--- config.mk ---
export PLATFORM = sky130hd
export DESIGN_NAME = ks_data_path_p
export DESIGN_NICKNAME = d
export VERILOG_FILES = /design/src/rtl/ks_data_path_p.sv
export SDC_FILE = /design/constraint.sdc
export NUM_CORES = 1
export LEC_CHECK = 0
export CAP_MARGIN = 10
export CORE_UTILIZATION = 42
export DETAILED_ROUTE_END_ITERATION = 7
export SYNTH_ARGS = -nofsm -noshare
export SYNTH_HDL_FRONTEND = slang
export SYNTH_SLANG_ARGS = --single-unit
--- constraint.sdc ---
create_clock -name clk -period 7.1 [get_ports clk]
set_input_delay 1.065 -clock clk [delete_from_list [all_inputs] [get_ports clk]]
set_output_delay 1.065 -clock clk [all_outputs]
set_load 0.01 [all_outputs]
--- src/rtl/ks_data_path_p.sv ---
`default_nettype none
// ============================================================================
//  Module   : ks_data_path_p
//  Purpose  : Parametrised K&S data path. It holds the program counter,
//             the 16-bit instruction register and a NUM_REGS-entry register
//             file. It also contains a combinational ALU, a multi-cycle
//             unsigned shift-add multiplier and a registered flag set.
//             Instruction decoding is done in the control unit, which
//             receives the raw opcode field.
//  Ports    : clk, rst               - clock, synchronous active-high reset
//             branch, pc_enable      - PC load select / PC update enable
//             ir_enable              - IR load from data_in[15:0]
//             addr_sel               - 1: ram_addr = PC, 0: IR address field
//             c_sel                  - 1: write-back ALU, 0: write-back data_in
//             operation[2:0]         - ALU operation select
//             op_start               - start multiply (operation = 100)
//             write_reg_enable       - register-file write of R[c_addr]
//             flags_reg_enable       - flag-register load
//             opcode[3:0]            - IR[15:12]
//             op_busy, op_done       - multiplier running / product valid pulse
//             zero_op, neg_op,
//             unsigned_overflow,
//             signed_overflow        - registered flags
//             ram_addr               - memory address
//             data_out               - store data, R[c_addr]
//             data_in                - memory read data
//  Revision : 1.0 - initial release
// ============================================================================
module ks_data_path_p #(
  parameter int DATA_W   = 16,
  parameter int ADDR_W   = 5,
  parameter int NUM_REGS = 4
) (
  input  logic              clk,
  input  logic              rst,
  input  logic              branch,
  input  logic              pc_enable,
  input  logic              ir_enable,
  input  logic              addr_sel,
  input  logic              c_sel,
  input  logic [2:0]        operation,
  input  logic              op_start,
  input  logic              write_reg_enable,
  input  logic              flags_reg_enable,
  output logic [3:0]        opcode,
  output logic              op_busy,
  output logic              op_done,
  output logic              zero_op,
  output logic              neg_op,
  output logic              unsigned_overflow,
  output logic              signed_overflow,
  output logic [ADDR_W-1:0] ram_addr,
  output logic [DATA_W-1:0] data_out,
  input  logic [DATA_W-1:0] data_in
);

  localparam int RA  = $clog2(NUM_REGS);
  localparam int CW  = $clog2(DATA_W) + 1;
  localparam int MSB = DATA_W - 1;

  localparam logic [2:0] c_OP_ADD  = 3'b000;
  localparam logic [2:0] c_OP_SUB  = 3'b001;
  localparam logic [2:0] c_OP_AND  = 3'b010;
  localparam logic [2:0] c_OP_OR   = 3'b011;
  localparam logic [2:0] c_OP_MUL  = 3'b100;
  localparam logic [2:0] c_OP_SHL  = 3'b101;
  localparam logic [2:0] c_OP_SHR  = 3'b110;

  // Architectural state
  logic [ADDR_W-1:0]   r_pc;
  logic [15:0]         r_ir;
  logic [DATA_W-1:0]   r_regs [NUM_REGS];
  logic                r_zero;
  logic                r_neg;
  logic                r_uov;
  logic                r_sov;

  // Multiplier state
  logic [2*DATA_W-1:0] r_prod;
  logic [2*DATA_W-1:0] r_mcand;
  logic [DATA_W-1:0]   r_mplier;
  logic [CW-1:0]       r_cnt;
  logic                r_busy;
  logic                r_done;

  // Decoded fields and datapath wires
  logic [RA-1:0]       w_c_addr;
  logic [RA-1:0]       w_a_addr;
  logic [RA-1:0]       w_b_addr;
  logic [DATA_W-1:0]   w_a;
  logic [DATA_W-1:0]   w_b;
  logic [DATA_W:0]     w_sum;
  logic [DATA_W:0]     w_diff;
  logic [DATA_W-1:0]   w_res;
  logic                w_uov;
  logic                w_sov;
  logic [DATA_W-1:0]   w_bus_c;
  logic                w_mul_sel;
  logic                w_accept;
  logic                w_blocked;

  assign w_c_addr = r_ir[8 +: RA];
  assign w_a_addr = r_ir[4 +: RA];
  assign w_b_addr = r_ir[0 +: RA];

  assign w_a      = r_regs[w_a_addr];
  assign w_b      = r_regs[w_b_addr];
  assign data_out = r_regs[w_c_addr];

  assign opcode   = r_ir[15:12];
  assign ram_addr = addr_sel ? r_pc : r_ir[ADDR_W-1:0];

  // Widened by one bit so the top bit is the carry (add) or borrow (sub).
  assign w_sum  = {1'b0, w_a} + {1'b0, w_b};
  assign w_diff = {1'b0, w_a} - {1'b0, w_b};

  always_comb begin
    w_res = w_a;
    w_uov = 1'b0;
    w_sov = 1'b0;
    case (operation)
      c_OP_ADD: begin
        w_res = w_sum[DATA_W-1:0];
        w_uov = w_sum[DATA_W];
        w_sov = (w_a[MSB] == w_b[MSB]) && (w_sum[MSB] != w_a[MSB]);
      end
      c_OP_SUB: begin
        w_res = w_diff[DATA_W-1:0];
        w_uov = w_diff[DATA_W];
        w_sov = (w_a[MSB] != w_b[MSB]) && (w_diff[MSB] != w_a[MSB]);
      end
      c_OP_AND: w_res = w_a & w_b;
      c_OP_OR:  w_res = w_a | w_b;
      c_OP_MUL: begin
        w_res = r_prod[DATA_W-1:0];
        w_uov = |r_prod[2*DATA_W-1:DATA_W];
      end
      c_OP_SHL: {w_uov, w_res} = {w_a, 1'b0};
      c_OP_SHR: {w_res, w_uov} = {1'b0, w_a};
      default:  w_res = w_a;
    endcase
  end

  assign w_bus_c   = c_sel ? w_res : data_in;
  assign w_mul_sel = (operation == c_OP_MUL);
  assign w_accept  = op_start && w_mul_sel && !r_busy;
  // A multiply-result write while the product is still forming is dropped.
  assign w_blocked = w_mul_sel && r_busy;

  // PC, IR, register file and flags
  always_ff @(posedge clk) begin
    if (rst) begin
      r_pc   <= '0;
      r_ir   <= '0;
      r_zero <= 1'b0;
      r_neg  <= 1'b0;
      r_uov  <= 1'b0;
      r_sov  <= 1'b0;
      for (int i = 0; i < NUM_REGS; i++) begin
        r_regs[i] <= '0;
      end
    end else begin
      if (pc_enable) begin
        r_pc <= branch ? r_ir[ADDR_W-1:0] : r_pc + ADDR_W'(1);
      end
      if (ir_enable) begin
        r_ir <= data_in[15:0];
      end
      if (write_reg_enable && !w_blocked) begin
        r_regs[w_c_addr] <= w_bus_c;
      end
      if (flags_reg_enable && !w_blocked) begin
        r_zero <= (w_res == '0);
        r_neg  <= w_res[MSB];
        r_uov  <= w_uov;
        r_sov  <= w_sov;
      end
    end
  end

  // Shift-add multiplier: one partial product per busy cycle. The
  // multiplicand moves left and the multiplier moves right, so bit 0 of
  // r_mplier always gates the current partial product.
  always_ff @(posedge clk) begin
    if (rst) begin
      r_prod   <= '0;
      r_mcand  <= '0;
      r_mplier <= '0;
      r_cnt    <= '0;
      r_busy   <= 1'b0;
      r_done   <= 1'b0;
    end else begin
      r_done <= 1'b0;
      if (w_accept) begin
        r_mcand  <= {{DATA_W{1'b0}}, w_a};
        r_mplier <= w_b;
        r_prod   <= '0;
        r_cnt    <= '0;
        r_busy   <= 1'b1;
      end else if (r_busy) begin
        if (r_mplier[0]) begin
          r_prod <= r_prod + r_mcand;
        end
        r_mcand  <= r_mcand << 1;
        r_mplier <= r_mplier >> 1;
        r_cnt    <= r_cnt + CW'(1);
        if (r_cnt == CW'(DATA_W - 1)) begin
          r_busy <= 1'b0;
          r_done <= 1'b1;
        end
      end
    end
  end

  assign op_busy           = r_busy;
  assign op_done           = r_done;
  assign zero_op           = r_zero;
  assign neg_op            = r_neg;
  assign unsigned_overflow = r_uov;
  assign signed_overflow   = r_sov;

endmodule
`default_nettype wire

# [After elaboration in Yosys (flattened, before gate mapping)]
# Memories as Yosys holds them, arrays and structs flattened. A register that Yosys moved wholly into a read port is not among the register bits.
# Index checks and enable logic that the tools add are counted.
[word_totals] word_cells=78 reg_bits=112 ramBits=64 n_memories=1 input_bits=29
[memory_table] memory="r_regs" depth=4 width=16 read_ports=3 rd_ports_with_merged_regs=3 write_ports=4 line="72" text="logic [DATA_W-1:0] r_regs [NUM_REGS];"
[op_classes] bitwise_logic=3 eq_ne=11 reduce_logical=17 add_sub_neg=5 mux=28
[op_table] cell="16-bit one-hot mux with 7 select lines" n=1
[op_table] cell="16-bit two-way mux" n=6
[op_table] cell="32-bit adder" n=1
[op_table] cell="16-bit OR reduction" n=2
[op_table] cell="16-bit by 16-bit adder with 17-bit output" n=1
[op_table] cell="16-bit by 16-bit subtractor with 17-bit output" n=1
[op_table] cell="16-bit bitwise AND" n=1
[op_table] cell="16-bit logical NOT" n=1
[op_table] cell="16-bit OR" n=1
[op_table] cell="2-bit two-way mux" n=7
[op_table] cell="5-bit by 1-bit adder with 5-bit output, second input constant" n=2
[op_table] cell="1-bit two-way mux" n=10
[op_table] cell="5-bit two-way mux" n=2
[op_table] cell="3-bit == test, second input constant" n=3
[op_table] cell="1-bit logical AND" n=7
[op_table] cell="3-bit by 2-bit == test with 1-bit output, second input constant" n=2
[op_table] cell="5-bit by 4-bit == test with 1-bit output, second input constant" n=1
[op_table] cell="1-bit one-hot mux with 5 select lines" n=1
[op_table] cell="3-bit by 1-bit == test with 1-bit output, second input constant" n=1
[op_table] cell="3-bit logical NOT" n=1
[op_table] cell="1-bit inequality test" n=3
[op_table] cell="3-bit OR reduction" n=1
[op_table] cell="1-bit logical NOT" n=2
[op_table] cell="1-bit one-hot mux with 2 select lines" n=1
[op_table] cell="5 further kinds" n=5

# [Depth between registers and ports, before layout]
# Gate-level depths: netlist of the first run.
[depth] ltp_word=9 mapped_depth=16 ltp_nobuf=14

# [Worst setup path before layout of the first run]
# No wires, ideal clock.
[synth_path] path_kind="register -> register" startpoint="reg (tool-made name)" endpoint="reg r_zero, in the netlist zero_op" arrival_ns=4.817 slack_ns=2.214 n_path_buf=2 stages_incl_launch_ff=16 setup_ns=0.069 period_less_slack_ns=4.886 path_cell_list="dfxtp_1 clkbuf_1 buf_1 mux4_2 ha_1 inv_1 fa_1 nor2b_2 o311ai_0 a211oi_1 a2111oi_2 a211oi_1 or4_1 a2111o_1 or4b_1 o21ai_1"
[synth_lines] item="to (signal assigned)" line="173" text="r_zero <= (w_res == '0);"
[synth_lines] item="to (decl)" line="73" text="logic r_zero;"

==> flow_summary.ini, run 1 <==
[synth]
yosysWarnings = 0
synth_xor_area_share_pct = 1.98
synth_top_family_by_area = compound AO/OA/AOI/OAI gates
synth_ff_type = dfxtp_1
synth_edf_count = 64
synthAdderAreaFrac_pct = 8.86
syn_avg_cell_area_sq_um = 8.73
syn_inst = 1469
synth_seq_cells = 178
synth_cell_types = 85
synth_mux_area_share_pct = 13.4
ys_seq_area_share_pct = 32.8
synth_fp_nets = 1587
async_flop_share_pct = 0
synth-simple-area-share_pct = 18.7
netlist_area_sq_um = 12800
synth_compound_area_share_pct = 19.2

[die]
die_area_sq_um = 31200
die_w_microns = 177
io_pins = 60
die_y_microns = 177
core_area_sq_um = 29900
rows = 63
start_util_pct = 42.9

[grt]
grt_pass1_vias = 10600
gr-total-overflow = 0
antenna_found_initial = 1
grt_pass1_wl_microns = 63400
grt.total_usage_pct = 26.8
grt_max_degree = 66

[critical_path]
cp_max_fo = 14
cp-end-kind = register
required_ps = 7500
crit_arrival_ps = 5890
cp-start-kind = register
path_class = reg -> reg

[sta]
hold_viol_final = 0
rsz0062_at_grt = no
clock.fmax_mhz = 182
min_period_ps = 5490
drv_slew = 0
fin_crit_sh_pct = 77.3
clock_skew_ps = 24.0
worst_slew_pin_slew_ps = 1080
setup_tns_ps = 0
slew_headroom_pct = 27.5
setup_viol = 0
whs_ps = 472

[power]
power_mw = 2.80
p_seq_share_pct = 40.2
irDropWorstVdd_uv = 171
p_per_area_nw_per_um2 = 197
p_switching_uw = 923
clock_power_share_pct = 34.3
p_int_mw = 1.88
leakage_nw = 5.54
p_comb_share_pct = 25.5
power.share.switching_pct = 32.9

[detailed_routing]
drtIter0Drc = 1261
via_per_inst = 6.16
vias = 11500
postRouteAntennaNets = 0
drc = 0
drt-total-wl_microns = 41300
wl_per_cell_microns = 22.1
first_pass_iters = 6

[layout]
area_delta_synth_final_pct = 10.8
final_net_count = 1584
stdcell_count = 1869
diodes = 0
drive_gt1_share_pct = 9.06
final_cell_mix = nor2_1, nand2_1, a21oi_1
final_common_cell = nor2_1
design_area_sq_um = 14200

[clocking]
ctsHtreeMaxLevel = 4
post-cts-setup-buffers = 0
cts_tree = built
clkLatencyLatePin_ps = 460
cts_resized = 0
clock_path_buffers = 2
cts-buffers-inserted = 17
ctsHoldBuffers = 0
root_buffer = clkbuf_16
cts.sinks = 178
clk_pin_slew_ps = 70

[placed_design]
dpl_cell_area_sq_um = 13600
placed_cells = 1837
place.gp.congestion = 0.984
hpwl_microns = 30300
port_buffers = 59

[flow_run]
maxCapViolCount = 0

[outcome]
status = completed

[hold_path]
hold_path_class = reg -> reg
[state kept, by name, indices dropped and copies added, names as in the netlist, named ones only]
| signal | count |
|---|---|
| r_prod | 32 |
| r_pc | 5 |
| op_busy | 1 |
| zero_op | 1 |
| r_mcand | 32 |
| neg_op | 1 |
| r_cnt | 5 |
| op_done | 1 |
| r_mplier | 16 |
| unsigned_overflow | 1 |
| signed_overflow | 1 |
| r_ir | 12 |
| r_regs | 64 |
[path summary, 6_finish.rpt]
check | start | endpoint | slack, ps | cells past startpoint
worst max-delay path | register | zero_op | 1610 | 13
worst min-delay path | r_prod[20] | r_prod[20] | 470 | 2
worst max register to register | register | zero_op | 1610 | 13
worst min register to register | r_prod[20] | r_prod[20] | 470 | 2
[cell families after synthesis]
kind of cell,count (synthesis)
adder cells (fa/ha/maj),89
AO/OA/AOI/OAI,374
AND/OR/NAND/NOR,519
XOR/XNOR,29
buffers and inverters,166
flip-flops,178
multiplexers,114
[power groups by stage]
stage | registers [mW] | logic, mW | clock network, mW
floorplan | 1.13 | 0.470 | 0
global placement | 1.15 | 0.691 | 0
detailed placement | 1.15 | 0.689 | 0
CTS | 1.12 | 0.693 | 0.979
global route | 1.13 | 0.757 | 1.01
finish | 1.12 | 0.715 | 0.961
[cell type report]
class / instances / area, sq um
inverters: 69 / 264
multi-input cells: 1125 / 7960
flip-flops and latches: 178 / 4210
clock buffers: 19 / 454
repair buffers: 75 / 706
well taps: 390 / 488
fillers: 2854 / 15700
clock inverters: 13 / 141
[routing by layer]
metal	routed length [microns]	vias to the layer above	track usage (%)
met1	18900	5569	37.8
met4	1020	0	8.37
li1	-	5382	-
met2	18200	505	41.2
met5	0	-	0
met3	3200	59	5.05
[critical path: stages (launching register included)]
cell and delay (ps):
dfxtp_1 800, mux2_2 430, mux2i_1 440, inv_1 210, fa_1 510, nor2b_2 190, o311ai_0 630, a211oi_1 190
a2111oi_2 370, a211oi_1 140, or4_1 530, a2111o_1 340, or4b_1 510, o21ai_1 130
[cells in the mapped netlist, drive strengths merged, types with 24 or more instances]
| master | number | area (sq um) |
|---|---|---|
| nand2 | 126 | 473 |
| a21oi | 125 | 626 |
| mux4 | 42 | 961 |
| nand3 | 50 | 250 |
| o21ai | 61 | 305 |
| buf | 24 | 133 |
| nor3 | 25 | 125 |
| ha | 86 | 1080 |
| dfxtp | 114 | 2280 |
| mux2i | 50 | 504 |
| nor2 | 202 | 758 |
| clkbuf | 73 | 274 |
| inv | 67 | 251 |
| edfxtp | 64 | 1920 |
[metrics by stage]
step	setup WS [ps]	util (%)
final	1610	47.6
after global routing	1330	47.6
after CTS	1700	47.6
after detailed placement	1710	45.6
after global placement	1780	45.6
after floorplan	2210	-
No activity file was read; power rests on OpenSTA's default activity.
==> inputs of run 2 (changes only) <==
==> constraint.sdc (replaced) <==
create_clock -name clk -period 5.2 [get_ports clk]
set_input_delay 0.78 -clock clk [delete_from_list [all_inputs] [get_ports clk]]
set_output_delay 0.78 -clock clk [all_outputs]
set_load 0.01 [all_outputs]
==> run 2 against run 1 <==
- die area unchanged
- clock power increased by 35%
- cell count increased by 1.3%
- largest cell class unchanged
- final area increased by 1.3%
==> flow_summary.ini, run 2 (synthesized netlist as in run 1, its figures left out) <==
[outcome]
status = completed

[sta]
hold_viol_final = 0
worst_slew_pin_slew_ps = 1120
fin_crit_sh_pct = 94.4
clock_skew_ps = 18.2
whs_ps = 475
clock.fmax_mhz = 204
min_period_ps = 4910
setup_tns_ps = 0
rsz0062_at_grt = no
drv_slew = 0
slew_headroom_pct = 25.0
setup_viol = 0
worst_slack_ps = 290

[power]
leakage_nw = 5.65
p_per_area_nw_per_um2 = 266
irDropWorstVdd_uv = 189

[die]
core_area_sq_um = 29900
start_util_pct = 42.9
die_area_sq_um = 31200
io_pins = 60
die_w_microns = 177
rows = 63
die_y_microns = 177

[hold_path]
worstHoldStart = r_prod[19]
hold_path_class = reg -> reg
min_to = r_prod[19]
whs_path_depth = 2

[critical_path]
critPathMaxStageDelay_ps = 710
cp-end-kind = register
crit_arrival_ps = 5200
ff2ff_path_depth = 13
required_ps = 5490
crit_chain = buf_4 -> mux4_2 -> inv_1 -> ha_1 -> and3_1 -> a221o_1 -> a21oi_1 -> a21oi_1 -> o41ai_1 -> mux2i_1 -> a2bb2oi_1 -> mux2i_1 -> nor2_1
cp_max_fo = 17
cp.depth = 13
critPathBufInv = 2
crit_slowest_cell = mux4_2
r2r_slack_ps = 290
path_class = reg -> reg
cp_top_family = compound AO/OA/AOI/OAI gates
cp-start-kind = register
reg2reg_to = r_regs[2][15]

[layout]
largest_reg_flops = 64
diodes = 0
final_common_cell = nor2_1
drive_gt1_share_pct = 10.6
stdcell_count = 1893
final_cell_mix = nor2_1, nand2_1, a21oi_1
area_delta_synth_final_pct = 12.3
final_net_count = 1608
regMostFlops = r_regs
nFillCells = 2849
largestRegisters = r_regs: 64 flops, r_mcand: 32 flops, r_prod: 32 flops

[clocking]
clk_pin_slew_ps = 70
clkLatencyLatePin_ps = 440
cts-buffers-inserted = 17
root_buffer = clkbuf_16
clock_path_buffers = 2
cts_tree = built
cts.sinks = 178
ctsHtreeMaxLevel = 4
post-cts-setup-buffers = 0

[flow_run]
maxCapViolCount = 0

[detailed_routing]
via_per_inst = 6.08
vias = 11500
drtIter0Drc = 1063
postRouteAntennaNets = 0
first_pass_iters = 6
drt-total-wl_microns = 41800
wl_per_cell_microns = 22.1
drc = 0

[grt]
grt.total_usage_pct = 27.4
grt_pass1_wl_microns = 64800
grt_max_degree = 65
gr-total-overflow = 0
antenna_found_initial = 1
grt_pass1_vias = 11200

[placed_design]
place_ws_ps = 245
place.gp.congestion = 1.02
port_buffers = 59
placed_cells = 1861
hpwl_microns = 31500
## run 2: metal layers
metal / vias up / global-route usage (%) / part of all wire (%)
met4: 2 / 9.81 / 2.7
met5: - / 0 / 0.031
met3: 66 / 7.62 / 8.4
li1: 5436 / - / -
met2: 430 / 42.9 / 45
met1: 5578 / 36.0 / 44
## run 2: stage by stage
stage / area, sq um / power (mW) / utilization (%)
finish: 14400 / 3.83 / 48.2
global route: 14400 / 3.98 / 48.2
CTS: 14400 / 3.83 / 48.2
detailed placement: 13800 / 2.53 / 46.2
global placement: 13800 / 2.53 / 46.2
floorplan: 12800 / 2.18 / -
## run 2: worst reg2reg max path: cells and delay by family (launching register included)
family                     cells  cell delay (ps)
AOI/OAI and AO/OA              5             1890
adders and majority gates      1              380
buffers and inverters          2              460
DFF                            1              340
muxes                          3             1280
and+or+nand+nor                2              420
## run 2: worst max-delay path by stage
stage / from / slack, ps / end
final: register / 290 / r_regs[2][15]
after global routing: register / 1 / r_regs[1][15]
after CTS: register / 210 / r_regs[2][15]
after detailed placement: register / 250 / r_regs[2][15]
after global placement: register / 390 / r_regs[2][15]
after floorplan: register / 310 / zero_op
## run 2: repair_timing
item	4_1_cts	5_1_grt
gates resized for setup	0	1
endpoints found under the setup margin	0	4
hold buffers	0	0
## run 2: layout make-up
cell class                 instances  area, sq um  area share, %
clock inverter                    14          163           1.13
tap                              390          488           3.39
inverter                          69          264           1.83
sequential                       178         4210           29.2
clock buffer                      18          429           2.98
multi-input combinational       1125         7970           55.3
timing repair buffer              99          886           6.15
## run 2: power breakdown
part / internal, mW / switching, mW / total, mW
logic: 0.384 / 0.609 / 0.994
clock network: 0.686 / 0.618 / 1.30
registers: 1.49 / 0.0423 / 1.53
total: 2.56 / 1.27 / 3.83
